$ cat src/rtl/parking_gate_ctrl_if.sv
// Handshake bundle between the gate controller and the downstream parking core.
interface parking_gate_ctrl_if;
  logic       car_arrival;
  logic       car_exit;
  logic [2:0] exit_from;
  logic [7:0] exit_code;
  logic       can_park;
  logic       exit_ok;

  // Gate controller side: issues requests, receives lot status and verdicts.
  modport master (
    output car_arrival, car_exit, exit_from, exit_code,
    input  can_park, exit_ok
  );

  // Parking core side.
  modport slave (
    input  car_arrival, car_exit, exit_from, exit_code,
    output can_park, exit_ok
  );
endinterface

$ cat src/rtl/parking_gate_ctrl.sv
// Parking lot gate controller: debounced lane sensors, exit keypad with
// failed-code lockout, and entry/exit barrier sequencing toward the parking core.
module parking_gate_ctrl #(
  parameter int DEBOUNCE_CYCLES = 4,
  parameter int BARRIER_CYCLES  = 16,
  parameter int LOCK_CYCLES     = 64,
  parameter int MAX_FAILS       = 3
) (
  input  logic                 enable,
  input  logic                 gl_reset,
  input  logic                 entry_sensor,
  input  logic                 exit_sensor,
  input  logic                 key_valid,
  input  logic [2:0]           key_slot,
  input  logic [7:0]           key_code,
  parking_gate_ctrl_if.master  core,
  output logic                 entry_barrier_open,
  output logic                 exit_barrier_open,
  output logic                 entry_denied,
  output logic                 exit_denied,
  output logic                 locked
);

  localparam int TMAX = (BARRIER_CYCLES > LOCK_CYCLES) ? BARRIER_CYCLES : LOCK_CYCLES;
  localparam int TW   = $clog2(TMAX + 1);
  localparam int FW   = $clog2(MAX_FAILS + 1);
  localparam int DW   = $clog2(DEBOUNCE_CYCLES + 1);
  localparam logic [DW-1:0] DEB_LAST = DW'(DEBOUNCE_CYCLES - 1);

  typedef enum logic [2:0] {
    S_IDLE, S_ENTRY_REQ, S_ENTRY_OPEN, S_EXIT_REQ, S_EXIT_CHECK, S_EXIT_OPEN, S_LOCKOUT
  } state_t;

  // Sensor index 0 = entry lane, 1 = exit lane.
  logic [1:0] raw_sensor;
  logic [1:0] deb_q;
  logic [1:0] deb_d;
  assign raw_sensor = {exit_sensor, entry_sensor};

  genvar gi;
  generate
    for (gi = 0; gi < 2; gi++) begin : g_sensor
      logic          sync1_q, sync2_q, stable_q;
      logic [DW-1:0] cnt_q, cnt_d;

      // Accept the synchronised level only once it has disagreed for the full window.
      assign deb_d[gi] = (sync2_q != stable_q && cnt_q == DEB_LAST) ? sync2_q : stable_q;
      assign cnt_d     = (sync2_q == stable_q || cnt_q == DEB_LAST) ? '0 : cnt_q + DW'(1);
      assign deb_q[gi] = stable_q;

      // Two-flop synchroniser followed by the debounce counter.
      always_ff @(posedge enable or negedge gl_reset) begin
        if (!gl_reset) begin
          sync1_q  <= 1'b0;
          sync2_q  <= 1'b0;
          cnt_q    <= '0;
          stable_q <= 1'b0;
        end else begin
          sync1_q  <= raw_sensor[gi];
          sync2_q  <= sync1_q;
          cnt_q    <= cnt_d;
          stable_q <= deb_d[gi];
        end
      end
    end
  endgenerate

  // Debounced entry rising edge, seen on the same edge the debounced value flips.
  logic entry_rise;
  assign entry_rise = deb_d[0] & ~deb_q[0];

  state_t        state_q, state_d;
  logic [TW-1:0] timer_q, timer_d;
  logic [FW-1:0] fail_q, fail_d, fail_inc;
  logic          entry_pend_q, entry_pend_d, exit_pend_q, exit_pend_d;
  logic [2:0]    slot_q, slot_d;
  logic [7:0]    code_q, code_d;
  logic          entry_clr, exit_clr, key_accept;
  logic          arrival_c, exit_c;

  assign fail_inc   = (fail_q == FW'(MAX_FAILS)) ? fail_q : fail_q + FW'(1);
  assign key_accept = key_valid && !exit_pend_q && (state_q != S_LOCKOUT) && (key_slot != 3'd0);

  // Pending-request flags and latched keypad entry.
  always_comb begin
    entry_pend_d = entry_clr ? 1'b0 : (entry_rise ? 1'b1 : entry_pend_q);
    exit_pend_d  = exit_clr  ? 1'b0 : (key_accept ? 1'b1 : exit_pend_q);
    slot_d       = key_accept ? key_slot : slot_q;
    code_d       = key_accept ? key_code : code_q;
  end

  // Next-state and output decode; exit requests win over entry in IDLE.
  always_comb begin
    state_d            = state_q;
    timer_d            = timer_q;
    fail_d             = fail_q;
    entry_clr          = 1'b0;
    exit_clr           = 1'b0;
    arrival_c          = 1'b0;
    exit_c             = 1'b0;
    entry_barrier_open = 1'b0;
    exit_barrier_open  = 1'b0;
    entry_denied       = 1'b0;
    exit_denied        = 1'b0;
    locked             = 1'b0;
    case (state_q)
      S_IDLE: begin
        if (exit_pend_q) begin
          state_d = S_EXIT_REQ;
        end else if (entry_pend_q) begin
          if (core.can_park) begin
            state_d = S_ENTRY_REQ;
          end else begin
            entry_denied = 1'b1;
            entry_clr    = 1'b1;
          end
        end
      end
      S_ENTRY_REQ: begin
        arrival_c = 1'b1;
        entry_clr = 1'b1;
        timer_d   = TW'(BARRIER_CYCLES);
        state_d   = S_ENTRY_OPEN;
      end
      S_ENTRY_OPEN: begin
        entry_barrier_open = 1'b1;
        if (timer_q != '0)  timer_d = timer_q - TW'(1);
        else if (!deb_q[0]) state_d = S_IDLE;
      end
      S_EXIT_REQ: begin
        exit_c  = 1'b1;
        state_d = S_EXIT_CHECK;
      end
      S_EXIT_CHECK: begin
        exit_clr = 1'b1;
        if (core.exit_ok) begin
          fail_d  = '0;
          timer_d = TW'(BARRIER_CYCLES);
          state_d = S_EXIT_OPEN;
        end else begin
          exit_denied = 1'b1;
          fail_d      = fail_inc;
          if (fail_inc == FW'(MAX_FAILS)) begin
            timer_d = TW'(LOCK_CYCLES);
            state_d = S_LOCKOUT;
          end else begin
            state_d = S_IDLE;
          end
        end
      end
      S_EXIT_OPEN: begin
        exit_barrier_open = 1'b1;
        if (timer_q != '0)  timer_d = timer_q - TW'(1);
        else if (!deb_q[1]) state_d = S_IDLE;
      end
      S_LOCKOUT: begin
        // Leave on the edge the timer would reach zero, so locked lasts LOCK_CYCLES.
        locked = 1'b1;
        if (timer_q <= TW'(1)) begin
          timer_d = '0;
          fail_d  = '0;
          state_d = S_IDLE;
        end else begin
          timer_d = timer_q - TW'(1);
        end
      end
      default: state_d = S_IDLE;
    endcase
  end

  // Controller state registers.
  always_ff @(posedge enable or negedge gl_reset) begin
    if (!gl_reset) begin
      state_q      <= S_IDLE;
      timer_q      <= '0;
      fail_q       <= '0;
      entry_pend_q <= 1'b0;
      exit_pend_q  <= 1'b0;
      slot_q       <= 3'd0;
      code_q       <= 8'd0;
    end else begin
      state_q      <= state_d;
      timer_q      <= timer_d;
      fail_q       <= fail_d;
      entry_pend_q <= entry_pend_d;
      exit_pend_q  <= exit_pend_d;
      slot_q       <= slot_d;
      code_q       <= code_d;
    end
  end

  assign core.car_arrival = arrival_c;
  assign core.car_exit    = exit_c;
  assign core.exit_from   = exit_c ? slot_q : 3'd0;
  assign core.exit_code   = exit_c ? code_q : 8'd0;

endmodule

$ cat src/flat_wrapper.sv
// flat-port wrapper written by rule: the top's interface ports become plain ports
module parking_gate_ctrl_flat 
#(
  parameter int DEBOUNCE_CYCLES = 4,
  parameter int BARRIER_CYCLES  = 16,
  parameter int LOCK_CYCLES     = 64,
  parameter int MAX_FAILS       = 3
)
  (enable, gl_reset, entry_sensor, exit_sensor, key_valid, key_slot, key_code, entry_barrier_open, exit_barrier_open, entry_denied, exit_denied, locked, core_car_arrival, core_car_exit, core_exit_from, core_exit_code, core_can_park, core_exit_ok);
  parking_gate_ctrl_if core_i ();
  input  logic enable;
  input  logic gl_reset;
  input  logic entry_sensor;
  input  logic exit_sensor;
  input  logic key_valid;
  input  logic [2:0] key_slot;
  input  logic [7:0] key_code;
  output logic entry_barrier_open;
  output logic exit_barrier_open;
  output logic entry_denied;
  output logic exit_denied;
  output logic locked;
  output wire logic [$bits(core_i.car_arrival)-1:0] core_car_arrival;
  output wire logic [$bits(core_i.car_exit)-1:0] core_car_exit;
  output wire logic [$bits(core_i.exit_from)-1:0] core_exit_from;
  output wire logic [$bits(core_i.exit_code)-1:0] core_exit_code;
  input wire logic [$bits(core_i.can_park)-1:0] core_can_park;
  input wire logic [$bits(core_i.exit_ok)-1:0] core_exit_ok;
  assign core_car_arrival = core_i.car_arrival;
  assign core_car_exit = core_i.car_exit;
  assign core_exit_from = core_i.exit_from;
  assign core_exit_code = core_i.exit_code;
  assign core_i.can_park = core_can_park;
  assign core_i.exit_ok = core_exit_ok;
  parking_gate_ctrl #(.DEBOUNCE_CYCLES(DEBOUNCE_CYCLES), .BARRIER_CYCLES(BARRIER_CYCLES), .LOCK_CYCLES(LOCK_CYCLES), .MAX_FAILS(MAX_FAILS)) u_core (.enable(enable), .gl_reset(gl_reset), .entry_sensor(entry_sensor), .exit_sensor(exit_sensor), .key_valid(key_valid), .key_slot(key_slot), .key_code(key_code), .core(core_i), .entry_barrier_open(entry_barrier_open), .exit_barrier_open(exit_barrier_open), .entry_denied(entry_denied), .exit_denied(exit_denied), .locked(locked));
endmodule
$ cat config.mk
export PLATFORM = sky130hd
export DESIGN_NAME = parking_gate_ctrl_flat
export DESIGN_NICKNAME = d
export VERILOG_FILES = /design/src/rtl/parking_gate_ctrl_if.sv /design/src/rtl/parking_gate_ctrl.sv /design/src/flat_wrapper.sv
export SDC_FILE = /design/constraint.sdc
export NUM_CORES = 1
export LEC_CHECK = 0
export BUFFER_PORTS_ARGS = -buffer_cell sky130_fd_sc_hd__buf_2
export CAP_MARGIN = 20
export CORE_ASPECT_RATIO = 0.6
export CORE_UTILIZATION = 30
export CTS_BUF_LIST = sky130_fd_sc_hd__clkbuf_4 sky130_fd_sc_hd__clkbuf_8
export DETAILED_ROUTE_END_ITERATION = 16
export PLACE_DENSITY_LB_ADDON = 0.08
export SYNTH_ARGS = -nofsm -noshare
export SYNTH_HDL_FRONTEND = slang
export SYNTH_SLANG_ARGS = --single-unit
$ cat constraint.sdc
create_clock -name enable -period 2.6 [get_ports enable]
set_input_delay 0.13 -clock enable [delete_from_list [all_inputs] [get_ports enable]]
set_output_delay 0.13 -clock enable [all_outputs]
set_load 0.05 [all_outputs]
# ---- Word-level counts from Yosys, hierarchy flattened
# Cells that the tools add are included.
dict set report word_totals {
  ff_bits 37
  in_bits 18
  out_inout_bits 18
  word_cells 107
}
dict set report op_classes {
  add_sub_neg 4
  n_lt_le_gt_ge 1
  n_eq_ne 24
  mux 42
  bitwise 2
  reduce_logical 19
}
# cell count
set ops {}
lappend ops {{2-to-1 mux 3 bit} 13}
lappend ops {{2-to-1 mux 7 bit} 4}
lappend ops {{one-hot mux 7 bit (4 select lines)} 1}
lappend ops {{one-hot mux 3 bit (7 select lines)} 1}
lappend ops {{2-to-1 mux 1 bit} 17}
lappend ops {{equality test 3 x 2 -> 1 bit, second input constant} 4}
lappend ops {{equality test 3 bit, second input constant} 3}
lappend ops {{2-to-1 mux 8 bit} 1}
lappend ops {{!= test 2 bit, second input constant} 4}
lappend ops {{<= comparator 7 x 1 -> 1 bit, second input constant} 1}
lappend ops {{AND reduction 7 bit} 1}
lappend ops {{nonzero test 7 bit} 1}
lappend ops {{subtractor 7 x 1 -> 7 bit, second input constant} 1}
lappend ops {{adder 3 x 1 -> 3 bit, second input constant} 2}
lappend ops {{2-to-1 mux 2 bit} 3}
lappend ops {{!= test 3 x 2 -> 1 bit, second input constant} 2}
lappend ops {{nonzero test 2 bit} 3}
lappend ops {{logical AND 1 bit} 5}
lappend ops {{equality test 2 bit, second input constant} 2}
lappend ops {{!= test 2 x 1 -> 1 bit, second input constant} 2}
lappend ops {{one-hot mux 2 bit (2 select lines)} 1}
lappend ops {{nonzero test 4 bit} 1}
lappend ops {{equality test 3 x 1 -> 1 bit, second input constant} 1}
lappend ops {{logical NOT 3 bit} 1}
lappend ops {{other kinds (14)} 17}

# ---- Depth between registers and ports, before layout
dict set report depth {
  word_depth 6
  mapped_depth 8
  mapped_depth_nobuf 7
}

# ---- Worst setup path before layout
# OpenSTA, ideal clock, no wires.
dict set report synth_path {
  path_kind {register -> output}
  startpoint {register u_core.state_q[0]}
  endpoint {output port entry_denied}
  arrival_time_ns 2.330
  t_required_ns 2.470
  slack_ns 0.140
  path_stages_with_launch 4
  path_buffers 1
  cell_sequence {dfrtp_1 buf_2 or4_1 nor3b_1}
}
dict set report synth_via {
  elab_chain_cells 2
}
# element line
set synth_rtl {}
lappend synth_rtl {{start: declaration} parking_gate_ctrl.sv:72} ;# state_t state_q, state_d;
lappend synth_rtl {{start signal: assignment} parking_gate_ctrl.sv:182} ;# state_q <= state_d;
lappend synth_rtl {{logical NOT 3 bit} parking_gate_ctrl.sv:106} ;# case (state_q)
lappend synth_rtl {{2-to-1 mux 1 bit} parking_gate_ctrl.sv:106}
lappend synth_rtl {{end: declaration} flat_wrapper.sv:20} ;# output logic entry_denied;
# Every way passes these cells.

# ---- Worst setup path in the final report
# Ends and elaborated chain as after synthesis.

==> summary.md <==
| Metric | Value |
|---|---|
| Status | finished clean |
| Nets | between 200 and 300 |
| Area grow syn2layout | 19.09% |
| IO buf count | 35 |
| # IOs | 36 |
| CP Class | reg -> out |
| Yosys reg bits | 37 |
| Die Y | approximately 65 um |
| Slew Viols, Final | 0 |
| Power Dens Cells | between 1000 and 1500 nW/um^2 |
| P_leak | between 1 and 1.5 nW |
| Hold Fails Final Rpt | 0 |
| Post-route ant nets | 0 |
| Post-synth EDFFs | 0 |
| Initial antenna violation count | 0 |
| Clock Sinks | 37 |
| Syn Std Cell Area | between 1500 and 2000 sq um |
| Drt wl/cell | approximately 14 um |
| Final Instance Area | around 2400 sq um |
| Largest net degree at the start of global routing | 38 |
| First-pass GRT wire length | 7341 um |
| Worst-path clk slew | around 0.07 ns |
| Post-CTS sizing | 0 |
| Worst vdd ir | approximately 440 uV |
| Num CTS Buffers | 5 |
| Hold WS | ~0.058 ns |
| Final Util | between 30% and 40% |
| Clock Latency Late Sink | 0.29 ns |
| Period utilization | slightly above 80% |
| Skew final | between 0.01 and 0.015 ns |
| Post-CTS Setup Inserts | 0 |
| Top cells by area in the synthesized netlist | dfrtp_1 47%, mux2_1 5.1%, ha_1 4.4% |
| Core Area | 6248 sq um |
| Root buf cell | clkbuf_8 |
| Endpoint class of the critical path | primary output |
| RD Place Congestion | between 0.8 and 0.9 |
| Most frequent cells in the layout | 37 x dfrtp_1, 35 x buf_2, 19 x nor2_1 |
| Hold buffers post-CTS | 3 |
| Sw Ratio | 44.28% |
| Max_slew headroom | 43.56% |
| Internal power | between 0.0015 and 0.002 W |
| Cell taking the most area after synthesis | dfrtp_1 |
| H-tree depth | 2 |
| Routed vias/inst | 4.781 |
| Worst Max-Slew Pin Slew | about 0.85 ns |
| Vias post-DR | between 1000 and 1500 |
| Die footprint | around 7000 sq um |
| Clock share of power | between 10% and 20% |
| Syn nets | 210 |
| Total design power | approximately 0.003 W |
| Sequential-to-total area share from yosys stat | 46.63% |
| FMAX | 0.4631 GHz |
| CP arrival | just over 2 ns |
| Commonest non-fill, non-tap cell in the layout | dfrtp_1 |
| Share of the synthesized area in the top cell type | a little under half |
| Die Wd | between 100 and 150 um |
| Max FO, Critical Path | 12 |
| Worst min path class | in -> reg |
| Number of global-route vias before repair | roughly 1500 |
| Total GRT Usage | 14.16% |
| Sw power | roughly 0.0013 W |
| Post-synth top flop | dfrtp_1 |
| Tmin final | 2.159 ns |
| CP startpoint kind | register |
| CTS tree | done |
| N_diodes | 0 |
| Crit path required time | 2.47 ns |
| Final setup violation count | 0 |
| DR pass1 iterations | 4 |
| Rows | 22 |
| Drt drc | 0 |
| DR iter-0 viols | 67 |
| Mean cell area of the mapped netlist | roughly 11 sq um |
| Synth Instances | 185 |
| CTS max path bufs | 2 |
| Gate power share | between 50% and 60% |
| Initial Utilization | about a third |
| Setup_tns | 0 ns |
| YS warnings | 0 |
| RSZ-0062 raised after global routing | no |
| Share of cells above drive strength 1 | ~30% |
| Placed inst area | around 2200 sq um |
| Routed WL | roughly 4200 um |
| Total grt overflow | 0 |
| Fill cells | approximately 620 |
| Number of max-cap violations | 0 |
| Unique masters post-synth | 51 |
| Reg power frac | a little over a third |
| Post-synthesis async set-or-reset flop share | 100.0% |
| Post-DP HPWL | between 3000 and 4000 um |
-- metal layers --
metal	vias up	routed length [um]	track usage (%)
li1	741	-	-
met1	710	2305	20.65
met2	31	1662	18.87
met3	5	171	4.024
met4	0	61	6.678
met5	-	0	0
-- flip-flops by register name, indices dropped and copies added, names as in the netlist --
signal / cells
u_core.slot_q: 3
u_core.fail_q: 2
u_core.timer_q: 7
u_core.entry_pend_q: 1
u_core.state_q: 3
u_core.code_q: 8
u_core.g_sensor.cnt_q: 6
u_core.g_sensor.sync1_q: 2
u_core.g_sensor.sync2_q: 2
u_core.g_sensor.stable_q: 2
u_core.exit_pend_q: 1
-- through the flow --
step	instances	setup WS, ns
floorplan	185	0.1397
detailed placement	300	0.4825
CTS	311	0.4043
finish	311	0.4407
global route	311	0.3256
global placement	300	0.5501
-- cell usage after synthesis, drive strengths merged (2+ instances only) --
library cell	n
a21oi	8
a22o	4
and2	13
buf	6
dfrtp	37
ha	7
inv	9
mux2	14
mux2i	2
nand2	4
nand2b	3
nand3	6
nand4	2
nor2	19
nor2b	2
nor3	10
o21ai	11
o21bai	2
o2bb2ai	2
or2	2
or3b	2
xor2	2
-- kinds of logic after synthesis --
family	synth area share, %
AO/OA/AOI/OAI	13.30
flip-flops	46.63
multiplexers	9.137
XOR/XNOR	0.8823
buffers and inverters	3.969
AND/OR/NAND/NOR	21.68
adder cells (fa/ha/maj)	4.411
-- worst max-delay path: stages (launching register included) --
cell,delay (ns)
dfrtp_1,0.54
or4_1,0.65
nor3b_1,0.25
buf_2,0.30
-- area by class of cell --
type	instances	area, sq um	share of cell area [%]
Clock buffer	8	91.34	3.862
Inverter	9	33.78	1.429
Multi-Input combinational cell	132	980.9	41.48
Sequential cell	37	925.9	39.15
Tap cell	84	105.1	4.444
Timing Repair Buffer	41	227.7	9.630
-- power groups by stage --
| stage | logic [W] | registers [W] | clock network [W] |
|---|---|---|---|
| after CTS | 0.00147 | 0.00104 | 0.000449 |
| after global routing | 0.00162 | 0.00108 | 0.000485 |
| after global placement | 0.00146 | 0.00103 | 0 |
| final | 0.00146 | 0.00104 | 0.000424 |
| after detailed placement | 0.00147 | 0.00105 | 0 |
| after floorplan | 0.00126 | 0.000938 | 0 |
-- path summary, 6_finish.rpt --
path / from / endpoint / depth (start not counted) / slack (ns)
max reg2reg: u_core.timer_q[0]$_DFFE_PN0P_ / u_core.timer_q[3]$_DFFE_PN0P_ / 8 / 0.45
min: key_code[7] / u_core.code_q[7]$_DFFE_PN0P_ / 2 / 0.06
min reg2reg: u_core.g_sensor[1].sync1_q$_DFF_PN0_ / u_core.g_sensor[1].sync2_q$_DFF_PN0_ / 0 / 0.35
max in group asynchronous: gl_reset / u_core.timer_q[4]$_DFFE_PN0P_ / 2 / 1.58
max: u_core.state_q[0]$_DFFE_PN0P_ / entry_denied / 3 / 0.44
min in group asynchronous: gl_reset / u_core.code_q[0]$_DFFE_PN0P_ / 2 / 0.48
No activity file was read; power rests on OpenSTA's default activity.
